## src/rtl/fp_scaleb_if.sv

```systemverilog
// fp_scaleb_if: operand/result bundle for fp_scaleb_pipe.
// With FP_SCALEB_EXC_EN defined the bundle also carries exc[3:0].
interface fp_scaleb_if #(
    parameter int EXP_W  = 5,
    parameter int FRAC_W = 10,
    parameter int BW     = 16
);
    logic                    ce;
    logic                    valid_i;
    logic [EXP_W+FRAC_W:0]   a;
    logic [BW-1:0]           b;
    logic                    valid_o;
    logic [EXP_W+FRAC_W:0]   o;
`ifdef FP_SCALEB_EXC_EN
    logic [3:0]              exc;

    modport master (
        output ce, valid_i, a, b,
        input  valid_o, o, exc
    );
    modport slave (
        input  ce, valid_i, a, b,
        output valid_o, o, exc
    );
`else
    modport master (
        output ce, valid_i, a, b,
        input  valid_o, o
    );
    modport slave (
        input  ce, valid_i, a, b,
        output valid_o, o
    );
`endif
endinterface

```

## src/rtl/fp_scaleb_pipe.sv

```systemverilog
// fp_scaleb_pipe: 3-stage IEEE-754 scaleb o = a * 2^b with RNE rounding.
// Define FP_SCALEB_EXC_EN to add exc[3:0] = {invalid, overflow, underflow, inexact}.
module fp_scaleb_pipe #(
    parameter int EXP_W  = 5,
    parameter int FRAC_W = 10,
    parameter int BW     = 16
) (
    input  logic       clk,
    input  logic       rst_n,
    fp_scaleb_if.slave bus
);
    localparam int FW  = 1 + EXP_W + FRAC_W;
    localparam int EW  = EXP_W + 2;
    localparam int SW  = EXP_W + BW + 2;
    localparam int LZW = $clog2(FRAC_W + 1);
    localparam int TW  = FRAC_W + 3;
    localparam int SHW = $clog2(TW);

    localparam logic signed [SW-1:0] S_MAX = SW'((1 << EXP_W) - 1);
    localparam logic signed [SW-1:0] S_ONE = SW'(1);
    localparam logic signed [SW-1:0] S_SHC = SW'(TW - 1);
    localparam logic [FRAC_W-1:0]    QBIT  = {1'b1, {(FRAC_W-1){1'b0}}};

    typedef enum logic [1:0] {CL_FIN, CL_ZERO, CL_INF, CL_NAN} cls_e;

    logic              a_sgn;
    logic [EXP_W-1:0]  a_exp;
    logic [FRAC_W-1:0] a_frac;
    logic              frac_nz;
    logic [LZW-1:0]    lz;

    assign {a_sgn, a_exp, a_frac} = bus.a;
    assign frac_nz = |a_frac;

    cls_e                 cls1_d, cls1_q;
    logic signed [EW-1:0] e1_d, e1_q;
    logic [FRAC_W:0]      m1_d, m1_q;
    logic signed [BW-1:0] b1_q;
    logic                 v1_q, s1_q;

    // Leading-zero count of the fraction; highest set bit wins.
    always_comb begin
        lz = '0;
        for (int i = 0; i < FRAC_W; i++)
            if (a_frac[i]) lz = LZW'(FRAC_W - 1 - i);
    end

    // Classify a and normalise subnormals to an implicit-one significand.
    always_comb begin
        cls1_d = CL_FIN;
        e1_d   = EW'(a_exp);
        m1_d   = {1'b1, a_frac};
        if (&a_exp) begin
            cls1_d = frac_nz ? CL_NAN : CL_INF;
            m1_d   = {1'b0, a_frac | (frac_nz ? QBIT : '0)};
        end else if (a_exp == '0) begin
            if (!frac_nz) begin
                cls1_d = CL_ZERO;
                m1_d   = '0;
            end else begin
                e1_d = -EW'(lz);
                m1_d = {1'b1, a_frac << (lz + LZW'(1))};
            end
        end
    end

`ifdef FP_SCALEB_EXC_EN
    logic inv1_q;
`endif

    // Stage 1 registers: sign, class, exponent, significand and scale.
    always_ff @(posedge clk or negedge rst_n) begin
        if (!rst_n) begin
            v1_q   <= 1'b0;
            s1_q   <= 1'b0;
            cls1_q <= CL_ZERO;
            e1_q   <= '0;
            m1_q   <= '0;
            b1_q   <= '0;
`ifdef FP_SCALEB_EXC_EN
            inv1_q <= 1'b0;
`endif
        end else if (bus.ce) begin
            v1_q   <= bus.valid_i;
            s1_q   <= a_sgn;
            cls1_q <= cls1_d;
            e1_q   <= e1_d;
            m1_q   <= m1_d;
            b1_q   <= bus.b;
`ifdef FP_SCALEB_EXC_EN
            inv1_q <= (cls1_d == CL_NAN) && !a_frac[FRAC_W-1];
`endif
        end
    end

    logic signed [SW-1:0] s_sum, sh_m1;
    logic [SHW-1:0]       shc;
    logic [2*TW-2:0]      wide;
    logic [EXP_W-1:0]     exp2_d, exp2_q;
    logic [FRAC_W-1:0]    frac2_d, frac2_q;
    logic [2:0]           grs2_d, grs2_q;
    logic                 tiny2_d;
    logic                 v2_q, s2_q;

    // Scale: wide signed exponent sum, then overflow / normal / denormalise.
    always_comb begin
        s_sum   = SW'(e1_q) + SW'(b1_q);
        sh_m1   = -s_sum;
        shc     = (sh_m1 > S_SHC) ? SHW'(TW - 1) : SHW'(sh_m1);
        wide    = {m1_q, 2'b00, {(TW-1){1'b0}}} >> shc;
        exp2_d  = '0;
        frac2_d = m1_q[FRAC_W-1:0];
        grs2_d  = '0;
        tiny2_d = 1'b0;
        unique case (cls1_q)
            CL_NAN, CL_INF: exp2_d = '1;
            CL_ZERO:        frac2_d = '0;
            CL_FIN: begin
                if (s_sum >= S_MAX) begin
                    exp2_d  = '1;
                    frac2_d = '0;
                end else if (s_sum >= S_ONE) begin
                    exp2_d = s_sum[EXP_W-1:0];
                end else begin
                    frac2_d = wide[2*TW-2:TW+2];
                    grs2_d  = {wide[TW+1], wide[TW], |wide[TW-1:0]};
                    tiny2_d = 1'b1;
                end
            end
        endcase
    end

`ifdef FP_SCALEB_EXC_EN
    logic inv2_q, fin2_q, tiny2_q;
`endif

    // Stage 2 registers: pre-rounding exponent/fraction and rounding bits.
    always_ff @(posedge clk or negedge rst_n) begin
        if (!rst_n) begin
            v2_q    <= 1'b0;
            s2_q    <= 1'b0;
            exp2_q  <= '0;
            frac2_q <= '0;
            grs2_q  <= '0;
`ifdef FP_SCALEB_EXC_EN
            inv2_q  <= 1'b0;
            fin2_q  <= 1'b0;
            tiny2_q <= 1'b0;
`endif
        end else if (bus.ce) begin
            v2_q    <= v1_q;
            s2_q    <= s1_q;
            exp2_q  <= exp2_d;
            frac2_q <= frac2_d;
            grs2_q  <= grs2_d;
`ifdef FP_SCALEB_EXC_EN
            inv2_q  <= inv1_q;
            fin2_q  <= cls1_q == CL_FIN;
            tiny2_q <= tiny2_d;
`endif
        end
    end

    logic                    inc;
    logic [EXP_W+FRAC_W-1:0] rnd;
    logic                    v3_q;
    logic [FW-1:0]           o3_q;

    // Carry out of the fraction rolls into the exponent: subnormal -> min
    // normal, and largest finite -> Inf fall out of the same add.
    assign inc = grs2_q[2] & (grs2_q[1] | grs2_q[0] | frac2_q[0]);
    assign rnd = {exp2_q, frac2_q} + (EXP_W+FRAC_W)'(inc);

`ifdef FP_SCALEB_EXC_EN
    logic       ovf3;
    logic [3:0] exc3_q;
    assign ovf3 = fin2_q & (&rnd[EXP_W+FRAC_W-1:FRAC_W]);
`else
    logic unused_tiny;
    assign unused_tiny = tiny2_d;
`endif

    // Stage 3 registers: rounded result and valid.
    always_ff @(posedge clk or negedge rst_n) begin
        if (!rst_n) begin
            v3_q   <= 1'b0;
            o3_q   <= '0;
`ifdef FP_SCALEB_EXC_EN
            exc3_q <= '0;
`endif
        end else if (bus.ce) begin
            v3_q   <= v2_q;
            o3_q   <= {s2_q, rnd};
`ifdef FP_SCALEB_EXC_EN
            exc3_q <= {inv2_q, ovf3, tiny2_q & (|grs2_q),
                       (|grs2_q) | ovf3};
`endif
        end
    end

    assign bus.valid_o = v3_q;
    assign bus.o       = o3_q;
`ifdef FP_SCALEB_EXC_EN
    assign bus.exc     = exc3_q;
`endif
endmodule

```

## src/flat_wrapper.sv

```systemverilog
// flat-port wrapper written by rule: the top's interface ports become plain ports
module fp_scaleb_pipe_flat 
#(
    parameter int EXP_W  = 5,
    parameter int FRAC_W = 10,
    parameter int BW     = 16
)
  (clk, rst_n, bus_ce, bus_valid_i, bus_a, bus_b, bus_valid_o, bus_o);
  fp_scaleb_if #(.EXP_W(EXP_W), .FRAC_W(FRAC_W), .BW(BW)) bus_i ();
  input  logic clk;
  input  logic rst_n;
  input wire logic [$bits(bus_i.ce)-1:0] bus_ce;
  input wire logic [$bits(bus_i.valid_i)-1:0] bus_valid_i;
  input wire logic [$bits(bus_i.a)-1:0] bus_a;
  input wire logic [$bits(bus_i.b)-1:0] bus_b;
  output wire logic [$bits(bus_i.valid_o)-1:0] bus_valid_o;
  output wire logic [$bits(bus_i.o)-1:0] bus_o;
  assign bus_i.ce = bus_ce;
  assign bus_i.valid_i = bus_valid_i;
  assign bus_i.a = bus_a;
  assign bus_i.b = bus_b;
  assign bus_valid_o = bus_i.valid_o;
  assign bus_o = bus_i.o;
  fp_scaleb_pipe #(.EXP_W(EXP_W), .FRAC_W(FRAC_W), .BW(BW)) u_core (.clk(clk), .rst_n(rst_n), .bus(bus_i));
endmodule
```

## config.mk

```make
export PLATFORM = sky130hd
export DESIGN_NAME = fp_scaleb_pipe_flat
export DESIGN_NICKNAME = d
export VERILOG_FILES = /design/src/rtl/fp_scaleb_if.sv /design/src/rtl/fp_scaleb_pipe.sv /design/src/flat_wrapper.sv
export SDC_FILE = /design/constraint.sdc
export NUM_CORES = 1
export LEC_CHECK = 0
export CAP_MARGIN = 0
export CELL_PAD_IN_SITES_DETAIL_PLACEMENT = 1
export CELL_PAD_IN_SITES_GLOBAL_PLACEMENT = 1
export CORE_ASPECT_RATIO = 1.4
export CORE_MARGIN = 1
export CORE_UTILIZATION = 35
export CTS_BUF_LIST = sky130_fd_sc_hd__clkbuf_16
export DETAILED_ROUTE_END_ITERATION = 6
export PLACE_DENSITY = 0.77
export SLEW_MARGIN = 40
export SYNTH_ARGS = -nofsm -noshare
export SYNTH_HDL_FRONTEND = slang
export SYNTH_SLANG_ARGS = --single-unit
export TNS_END_PERCENT = 100
```

## constraint.sdc

```tcl
create_clock -name clk -period 10.9 [get_ports clk]
set_input_delay 1.09 -clock clk [delete_from_list [all_inputs] [get_ports clk]]
set_output_delay 1.09 -clock clk [all_outputs]
set_load 0.02 [all_outputs]
```

# --- Word level (Yosys, flattened, before mapping) ---
# Cells that the tools add are included.
# W data, S select, Z words.
word_totals:
  wordCells: 67
  reg_bits: 75
classes:
  magnitude_cmp: 3
  n_reduce_logical: 6
  n_eq_ne: 3
  muxes: 31
  add_sub_neg: 5
  n_bitwise: 4
  n_shift: 2
op_table:
  columns: ["operator", "count"]
  rows:
  - ["$mux W4", 11]
  - ["$mux W11", 3]
  - ["$mux W10", 3]
  - ["$shr A25 B4 Y25", 1]
  - ["$ge A23 B2 Y1 const B", 1]
  - ["$ge A23 B6 Y1 const B", 1]
  - ["$gt A23 B5 Y1 const B", 1]
  - ["$neg A23 Y23", 1]
  - ["$mux W7", 3]
  - ["$pmux W10 S2", 1]
  - ["$add A7 B16 Y17", 1]
  - ["$add A15 B1 Y15", 1]
  - ["$reduce_or A13 Y1", 1]
  - ["$mux W5", 2]
  - ["$or A10 B10 Y10", 1]
  - ["$pmux W5 S2", 1]
  - ["$reduce_or A10 Y1", 1]
  - ["$shl A10 B4 Y10", 1]
  - ["$mux W3", 3]
  - ["$neg A4 Y7", 1]
  - ["$logic_not A5 Y1", 1]
  - ["$reduce_and A5 Y1", 1]
  - ["$add A4 B1 Y4 const B", 1]
  - ["$eq A2 B2 Y1 const B", 2]
  - ["7 further kinds", 10]

# --- Longest topological paths before layout ---
logic_depth:
  ltp_word: 15
  depth_mapped: 19
  depth_no_buf: 16

# --- Least setup slack after synthesis ---
# Ideal clock, no wire load.
synth_timing:
  path_kind: "register to register"
  start: "register u_core.b1_q[0]"
  end: "register u_core.grs2_q[0]"
  setup_slack_ps: 6788
  synth_period_minus_slack_ps: 4112
  path_buffers: 1
  t_arrival_ps: 3972
  setup_ps: 140
  required_time_ps: 10760
  path_stages_with_launch: 18
  path_cell_list: "dfrtp_1 ha_1 inv_1 fa_1 xnor2_2 a2111oi_0 o21ai_0 or3_1 a2111oi_2 o22ai_1 a21oi_1 o2111a_1 buf_4 a31o_1 a221oi_1 o32a_1 nor4_1 o221ai_1"
synth_between:
  elab_chain_len: 9
synth_rtl:
  columns: ["element", "line", "source"]
  rows:
  - ["from (decl)", "fp_scaleb_pipe.sv:38", "logic signed [BW-1:0] b1_q;"]
  - ["from (signal assigned)", "fp_scaleb_pipe.sv:89", "b1_q <= bus.b;"]
  - ["$add A7 B16 Y17 (*)", "fp_scaleb_pipe.sv:107", "s_sum = SW'(e1_q) + SW'(b1_q);"]
  - ["$neg A23 Y23", "fp_scaleb_pipe.sv:108", "sh_m1 = -s_sum;"]
  - ["$gt A23 B5 Y1", "fp_scaleb_pipe.sv:109", "shc = (sh_m1 > S_SHC) ? SHW'(TW - 1) : SHW'(sh_m1);"]
  - ["$mux W4", "fp_scaleb_pipe.sv:109", null]
  - ["$shr A25 B4 Y25", "fp_scaleb_pipe.sv:110", "wide = {m1_q, 2'b00, {(TW-1){1'b0}}} >> shc;"]
  - ["$reduce_or A13 Y1", "fp_scaleb_pipe.sv:126", "grs2_d = {wide[TW+1], wide[TW], |wide[TW-1:0]};"]
  - ["$mux W3", "fp_scaleb_pipe.sv:122", "end else if (s_sum >= S_ONE) begin"]
  - ["$mux W3 (*)", "fp_scaleb_pipe.sv:119", "if (s_sum >= S_MAX) begin"]
  - ["$mux W3 (*)", "fp_scaleb_pipe.sv:115", "unique case (cls1_q)"]
  - ["to (signal assigned)", "fp_scaleb_pipe.sv:155", "grs2_q <= grs2_d;"]
  - ["to (decl)", "fp_scaleb_pipe.sv:101", "logic [2:0] grs2_d, grs2_q;"]
# Every way passes the cells marked *; elsewhere a longest branch is shown, timed or not.
# A chain may end at the register's enable or synchronous reset.

# --- Final worst setup path ---
# Ends and elaborated chain as after synthesis.

==> summary.md <==
| Metric | Value |
|---|---|
| Outcome | finished, final reports clean |
| Most frequent cells in the layout | nor2_1, a21oi_1, dfrtp_1 |
| Largest net degree at the start of global routing | between 70 and 80 |
| Hold_buf cts | 0 |
| EDFF count, synth | 0 |
| Full die area | between 0.015 and 0.02 mm2 |
| FF+latch area | about 0.0019 mm2 |
| First-pass GRT wire length | between 20,000 and 30,000 um |
| Slew Viols, Final | 0 |
| Largest area contributor in the netlist | dfrtp_1 |
| Ys flop type | dfrtp_1 |
| Relative slew slack | 0.503 |
| Initial DRC Count | 269 |
| Startpoint types | flop |
| Synth top area share | 0.293 |
| Io pins | 53 |
| Peak supply drop | around 0.075 mV |
| CTS tree | yes |
| WL final | roughly 18,000 um |
| Pwr per Cell Area | 156 mW/mm2 |
| Clk_lat worst skew | 0.35 ns |
| Syn Inst Count | approximately 760 |
| Vias in the first global route | 5,998 |
| Setup CP Type | reg -> reg |
| Filler cells | between 2,000 and 2,500 |
| Fin crit share | 0.459 |
| Post_cts resized | 0 |
| Synth cell types | 89 |
| Initial antenna violation count | 0 |
| Via count | between 5,000 and 6,000 |
| Worst hold path type | reg -> reg |
| Gr ovfl total | 0 |
| Synthesized cell area | approximately 0.0063 mm2 |
| First-pass iteration count of the detailed router | 4 |
| #FFs+latches synth | 75 |
| # diodes | 0 |
| GRT Util Overall | 0.200 |
| CTS Buf Count | 9 |
| NumNets Final | 835 |
| Crit Path Max Fanout | 21 |
| Die Width | ~120 um |
| Setup TNS | 0 ns |
| Final setup viols | 0 |
| Clock transition at path regs | ~0.060 ns |
| RSZ-0062 raised after global routing | false |
| Max-cap viol count | 0 |
| Fmax | around 200 MHz |
| CP endpoint kind | flop |
| HPWL Detailed | 13,300 um |
| Root Buffer | clkbuf_16 |
| Final min period | ~5 ns |
| Ys async rst share | 1.00 |
| Routed vias/inst | approximately 5.7 |
| H-tree depth | 3 |
| Layout cells sized above 1 | 0.105 |
| Num rows | 57 |
| Leakage power | 0.00290 uW |
| Critical Path RT | approximately 11 ns |
| Clock Sink Count | 75 |
| Clk_skew | about 0.0097 ns |
| Core Box Area | roughly 0.018 mm2 |
| Layout area overhead | 14.6% |
| Yosys warns | 0 |
| CTS max path bufs | 2 |
| Worst setup margin | 5.90 ns |
| DIE HEIGHT | 161 um |
| Detail Route Antenna Nets | 0 |
| Post-CTS setup buffers | 0 |
| Residual DRC count | 0 |
| Synth area leaders | dfrtp_1, a21oi_1, mux2_2 |
| Routed len/inst | between 15 and 20 um |
| Syn Area/Cell | around 8.4 um2 |
| Sequential area share after synthesis | 0.297 |
| CP Data Arrival Time | approximately 5.2 ns |
| Placer Congestion | 0.889 |
| Multi-input gate area | roughly 0.004 mm2 |
| I/O Buffers | 52 |
| Most common cell after layout, fill and taps aside | nor2_1 |
| Initial core utilization | 0.360 |
| Final Total Pwr | roughly 1100 uW |
| Synthesized net count | a little over 800 |
| Worst-Margin Slew | ~0.74 ns |
| Fin. Hold Viols | 0 |
| Dpl ws | approximately 6 ns |
## final timing paths
kind                                              start                        endpoint  slack (ns)  depth (start not counted)
max                          u_core.b1_q[0]$_DFFE_PN0P_    u_core.grs2_q[0]$_DFFE_PN0P_        5.90                         16
min                        u_core.grs2_q[1]$_DFFE_PN0P_    u_core.grs2_q[1]$_DFFE_PN0P_        0.50                          2
max reg2reg                  u_core.b1_q[0]$_DFFE_PN0P_    u_core.grs2_q[0]$_DFFE_PN0P_        5.90                         16
min reg2reg                u_core.grs2_q[1]$_DFFE_PN0P_    u_core.grs2_q[1]$_DFFE_PN0P_        0.50                          2
max in group asynchronous                         rst_n     u_core.bus.o[8]$_DFFE_PN0P_        9.67                          1
min in group asynchronous                         rst_n  u_core.bus.valid_o$_DFFE_PN0P_        0.76                          1
## per-stage QoR
stage | std cells | utilization | hold WS, ns | cell area, um2
after detailed placement | 1000 | 0.396 | 0.495 | 6940
final | 1016 | 0.413 | 0.500 | 7240
after floorplan | 755 | - | 0.457 | 6320
after CTS | 1016 | 0.413 | 0.511 | 7240
after global routing | 1016 | 0.413 | 0.523 | 7240
after global placement | 1000 | 0.395 | 0.478 | 6930
## per-layer routing
| layer | GRT usage | vias up | wire (um) |
|---|---|---|---|
| met5 | 0 | - | 0 |
| met1 | 0.250 | 2830 | 7830 |
| met2 | 0.348 | 104 | 8940 |
| met4 | 0.0697 | 0 | 380 |
| met3 | 0.0249 | 31 | 481 |
| li1 | - | 2850 | - |
## sequential cells by signal (all words and copies together) (netlist names), 2 cells and up
register and flops:
u_core.bus.o 16, u_core.frac2_q 10, u_core.m1_q 11, u_core.cls1_q 2, u_core.b1_q 16, u_core.e1_q 7, u_core.grs2_q 3, u_core.exp2_q 5
## where the power goes
group | internal (uW) | total, uW | switching, uW
clock network | 160 | 294 | 134
logic | 196 | 494 | 298
registers | 312 | 342 | 30.1
## kinds of logic after synthesis
logic type,count (synthesis),share of synthesized area
simple gates,252,0.197
compound gates,250,0.272
buf+inv,77,0.0547
flops,75,0.297
mux,53,0.0959
xor+xnor,24,0.0345
fa+ha+maj,24,0.0487
## cell type report
class / count / share of cell area
clock buffers: 9 / 0.0311
clock inverters: 7 / 0.00968
inverters: 29 / 0.0150
multi-input cells: 603 / 0.567
flip-flops and latches: 75 / 0.259
well taps: 236 / 0.0408
repair buffers: 57 / 0.0769
## synth_stat cells (4+ instances only)
| cell type | n |
|---|---|
| nor2_1 | 80 |
| a21oi_1 | 75 |
| dfrtp_1 | 74 |
| nand2_1 | 55 |
| o21ai_0 | 38 |
| clkbuf_1 | 30 |
| mux2_2 | 30 |
| inv_1 | 27 |
| ha_1 | 23 |
| nand3_1 | 22 |
| mux2i_1 | 20 |
| and3_1 | 17 |
| xnor2_1 | 16 |
| a211oi_1 | 14 |
| nor3_1 | 14 |
| o211ai_1 | 13 |
| nand4_1 | 12 |
| o22ai_1 | 11 |
| a21o_1 | 10 |
| a31oi_1 | 10 |
| or3_1 | 9 |
| a22oi_1 | 8 |
| and2_1 | 7 |
| nand2b_1 | 7 |
| nor2b_1 | 7 |
| xor2_1 | 7 |
| a221oi_1 | 5 |
| buf_2 | 5 |
| nor4_1 | 5 |
| o221ai_1 | 5 |
| o31ai_1 | 5 |
| a21oi_2 | 4 |
| a2bb2oi_1 | 4 |
| buf_1 | 4 |
| buf_4 | 4 |
| o2111ai_1 | 4 |
## worst max-delay path, stage by stage, from the launching register on
cell and delay [ns]:
dfrtp_1 0.35, ha_1 0.24, inv_1 0.08, fa_1 0.44
xnor2_2 0.28, a2111oi_0 0.41, o21ai_0 0.15, or3_1 0.35
a2111oi_2 0.36, o22ai_1 0.11, a21oi_1 0.19, o2111a_1 0.48
a21o_4 0.33, mux2_2 0.38, a221o_1 0.32, nor4_1 0.24
o221ai_1 0.16
(Power assumes the default switching activity.)
==> RTL edit 1, RTL diff (same settings) <==
`FRAC_W` is set to 10 in 3 places; all go to 14.
--- a/src/rtl/fp_scaleb_if.sv
+++ b/src/rtl/fp_scaleb_if.sv
@@ -3,5 +3,5 @@
 interface fp_scaleb_if #(
     parameter int EXP_W  = 5,
-    parameter int FRAC_W = 10,
+    parameter int FRAC_W = 14,
     parameter int BW     = 16
 );
--- a/src/rtl/fp_scaleb_pipe.sv
+++ b/src/rtl/fp_scaleb_pipe.sv
@@ -3,5 +3,5 @@
 module fp_scaleb_pipe #(
     parameter int EXP_W  = 5,
-    parameter int FRAC_W = 10,
+    parameter int FRAC_W = 14,
     parameter int BW     = 16
 ) (
--- a/src/flat_wrapper.sv
+++ b/src/flat_wrapper.sv
@@ -3,5 +3,5 @@
 #(
     parameter int EXP_W  = 5,
-    parameter int FRAC_W = 10,
+    parameter int FRAC_W = 14,
     parameter int BW     = 16
 )
Interface: changed (resized bus_a and bus_o); port bits go from 53 to 61. No check against the original RTL was run, so the function may have changed too.
==> RTL edit 1 against the unedited design <==
- critical path depth increased by 1
- power up 19%
- sequential power grew 17%
- setup slack worse by 0.26 ns
- area after synthesis grew 14%
- final area up 14%
- routed wire length increased by 28%
- final cell count is 17% higher
- worst hold slack got worse by 0.0058 ns
- sequential cell count grew 12
- critical path type unchanged
==> RTL edit 1: results (changes against the unedited design) <==
CP Data Arrival Time=5.49 ns (was 5.21 ns); pre-CTS WS=5.70 ns (was 5.92 ns); multi-input combinational area share=56.6% (was 56.7%); Switching Fraction=42.1% (was 40.9%); mux cell area share after synthesis=8.06% (was 9.59%); buffer share of cell area=8.09% (was 7.69%); Inverters, non-clock=35 (was 29); first-pass GRT wire length=36800 µm (was 29900 µm); Nets=990 (was 835); adder-cell share of the synthesized area=4.11% (was 4.87%); PD cells=163 nW/µm² (was 156 nW/µm²); GP Congestion=0.922 (was 0.889); Multi-In Gates=725 (was 603); worst-path maximum fanout=14 (was 21); vias in the first global route=7062 (was 5998); #FFs+latches synth=87 (was 75); Post-DP Area=7950 µm² (was 6940 µm²); Signal buffers=69 (was 57); Leakage Power=0.00334 µW (was 0.00290 µW); Starting DRT DRC Count=319 (was 269); post-synthesis sequential area ratio=30.3% (was 29.7%); most common library cells after synthesis=nor2_1, a21oi_1, dfrtp_1 (unchanged); vias=6891 (was 5815); syn_nets=962 (was 815); Cell variety after synth=82 (was 89); GRT Total Usage=22.3% (was 20.0%); VDD IR-drop max=0.0833 mV (was 0.0753 mV); largest cells by area after synthesis=dfrtp_1, nor2_1, a21oi_1 (was dfrtp_1, a21oi_1, mux2_2); status=finished clean (unchanged); Syn Inst Count=899 (was 755); Cell Count, Final, Fillers Out=1184 (was 1016); DR WL/cell=19.1 µm (was 17.3 µm); Post-Synth XOR/XNOR Area=4.02% (was 3.45%); Detail Placement HPWL=17400 µm (was 13300 µm); Design Area, Final=8240 µm² (was 7240 µm²)
RTL edit 1: cell types whose count changed in the layout (fill, tap and decap cells not counted), sizes merged, moves of 9 or more:
cell   change
and3       -9
a21oi     +13
dfrtp     +12
nand2     +23
nor2      +54
RTL edit 1: path summary, 6_finish.rpt:
kind	slack (ns)	endpoint	depth (start not counted)	startpoint
max reg2reg	5.64	u_core.grs2_q[0]$_DFFE_PN0P_	17	u_core.b1_q[0]$_DFFE_PN0P_
min in group asynchronous	0.71	u_core.bus.o[11]$_DFFE_PN0P_	1	rst_n
max in group asynchronous	9.17	u_core.e1_q[0]$_DFFE_PN0P_	2	rst_n
min	0.49	u_core.grs2_q[1]$_DFFE_PN0P_	1	u_core.grs2_q[1]$_DFFE_PN0P_
min reg2reg	0.49	u_core.grs2_q[1]$_DFFE_PN0P_	1	u_core.grs2_q[1]$_DFFE_PN0P_
max	5.64	u_core.grs2_q[0]$_DFFE_PN0P_	17	u_core.b1_q[0]$_DFFE_PN0P_
RTL edit 1: routing by layer:
metal | track usage (%) | wire length, µm | vias up
li1 | - | - | 3361
met1 | 25.6 | 9510 | 3379
met2 | 41.2 | 11700 | 112
met3 | 2.65 | 510 | 39
met4 | 9.43 | 801 | 0
met5 | 0 | 0 | -
RTL edit 1: critical path, cell delays in order, from the launching register on:
cell,delay (ns)
dfrtp_1,0.36
ha_1,0.18
inv_1,0.06
fa_1,0.40
nand2b_1,0.20
a21oi_1,0.38
o21ai_0,0.15
o311a_1,0.23
nor4_4,0.47
nand4_1,0.23
a2bb2oi_2,0.27
nor2_1,0.11
a21oi_2,0.55
nor2_1,0.19
o22a_1,0.28
or3_1,0.35
or4_1,0.39
o311a_1,0.34
==> RTL edit 2, RTL diff (same flow settings) <==
Made on the original files. The 4 values of `cls_e` get a one-hot encoding in 4 bits.
--- a/src/rtl/fp_scaleb_pipe.sv
+++ b/src/rtl/fp_scaleb_pipe.sv
@@ -22,5 +22,5 @@
     localparam logic [FRAC_W-1:0]    QBIT  = {1'b1, {(FRAC_W-1){1'b0}}};
 
-    typedef enum logic [1:0] {CL_FIN, CL_ZERO, CL_INF, CL_NAN} cls_e;
+    typedef enum logic [3:0] {CL_FIN = 4'b0001, CL_ZERO = 4'b0010, CL_INF = 4'b0100, CL_NAN = 4'b1000} cls_e;
 
     logic              a_sgn;
Behaviour: no difference found for any inputs over 4 cycles, from zero or initial values and one cycle with rst_n low; so few cycles prove little.
==> RTL edit 2 against the unedited design <==
- critical path type unchanged
- setup slack got worse by 0.022 ns
- area after synthesis is 5.9% lower
- routed wire length fell by 1.9%
- sequential cell count increased by 1
- the run now ends with DRC left
- final area shrank 4.2%
- die area is 5.8% lower
- critical endpoint unchanged
- largest cell class unchanged
- power down 1.2%
- clock power increased by 5%
==> RTL edit 2: results (changes against the unedited design) <==
vias=5481 (was 5815); DR WL met2=9250 µm (was 8940 µm); Worst Min Path Start=u_core.v2_q$_DFFE_PN0P_ (was u_core.grs2_q[1]$_DFFE_PN0P_); worst hold path depth=1 (was 2); failing checks=DRC; hold slack=0.507 ns (was 0.500 ns); Tmin final=5.02 ns (was 5.00 ns); path depth of the worst reg2reg path=13 (was 16); final wirelength=17300 µm (was 17600 µm); share of cells above drive strength 1=9.38% (was 10.5%); GRT Total Usage=20.8% (was 20.0%); VDD IR-drop max=0.0700 mV (was 0.0753 mV); CP max-delay cell=or4_1 (was o2111a_1); Nets=801 (was 835); WL met3=450 µm (was 481 µm); pre-CTS WS=5.99 ns (was 5.92 ns); largest cells by area after synthesis=dfrtp_1, a21oi_1, nor2_1 (was dfrtp_1, a21oi_1, mux2_2); Starting DRT DRC Count=296 (was 269); layout filler cell count=2018 (was 2167); GR met1 Demand/Resource=23.4% (was 25.0%); Cell variety after synth=76 (was 89); GP Congestion=0.905 (was 0.889); Post-DP Area=6620 µm² (was 6940 µm²); status=complete, but fails checks (was finished clean); metal1 wirelength=7180 µm (was 7830 µm); Post-route DRC=3 (was 0); syn_nets=774 (was 815); measured slew at the worst slew-check pin=0.800 ns (was 0.741 ns); Placed Cells=933 (was 1000); Worst path max stage delay=0.71 ns (was 0.48 ns); most common library cells after synthesis=nor2_1, dfrtp_1, a21oi_1 (was nor2_1, a21oi_1, dfrtp_1); vias in the first global route=5894 (was 5998); Pre-Repair DR Iteration Count=6 (was 4); GR Util met2=39.9% (was 34.8%); WHS Endpoint=u_core.v2_q$_DFFE_PN0P_ (was u_core.grs2_q[1]$_DFFE_PN0P_)
RTL edit 2: cell families (layout without fill, tap and decap cells):
family                   after synthesis  count (layout)  synth area share (%)
adder cells (fa/ha/maj)               24              24                  5.18
multiplexers                          49              49                  9.24
XOR/XNOR                              28              28                  4.25
flip-flops                            76              76                  32.0
buffers and inverters                 71             103                  4.57
AND/OR/NAND/NOR                      244             244                  20.2
AO/OA/AOI/OAI                        222             222                  24.6
RTL edit 2: layout make-up:
cell class / instances / area [µm²] / area share [%]
clock inverter: 7 / 75.1 / 1.08
inverter: 33 / 124 / 1.79
timing repair buffer: 54 / 538 / 7.76
tap: 203 / 254 / 3.66
multi-input combinational: 567 / 3810 / 55.0
sequential: 76 / 1900 / 27.4
clock buffer: 9 / 225 / 3.25
RTL edit 2: power by group:
group | internal, µW | switching (µW) | total (µW) | leakage (µW)
Clock | 179 | 130 | 309 | 0.000144
Sequential | 320 | 33.8 | 354 | 0.000897
Combinational | 181 | 273 | 454 | 0.00170
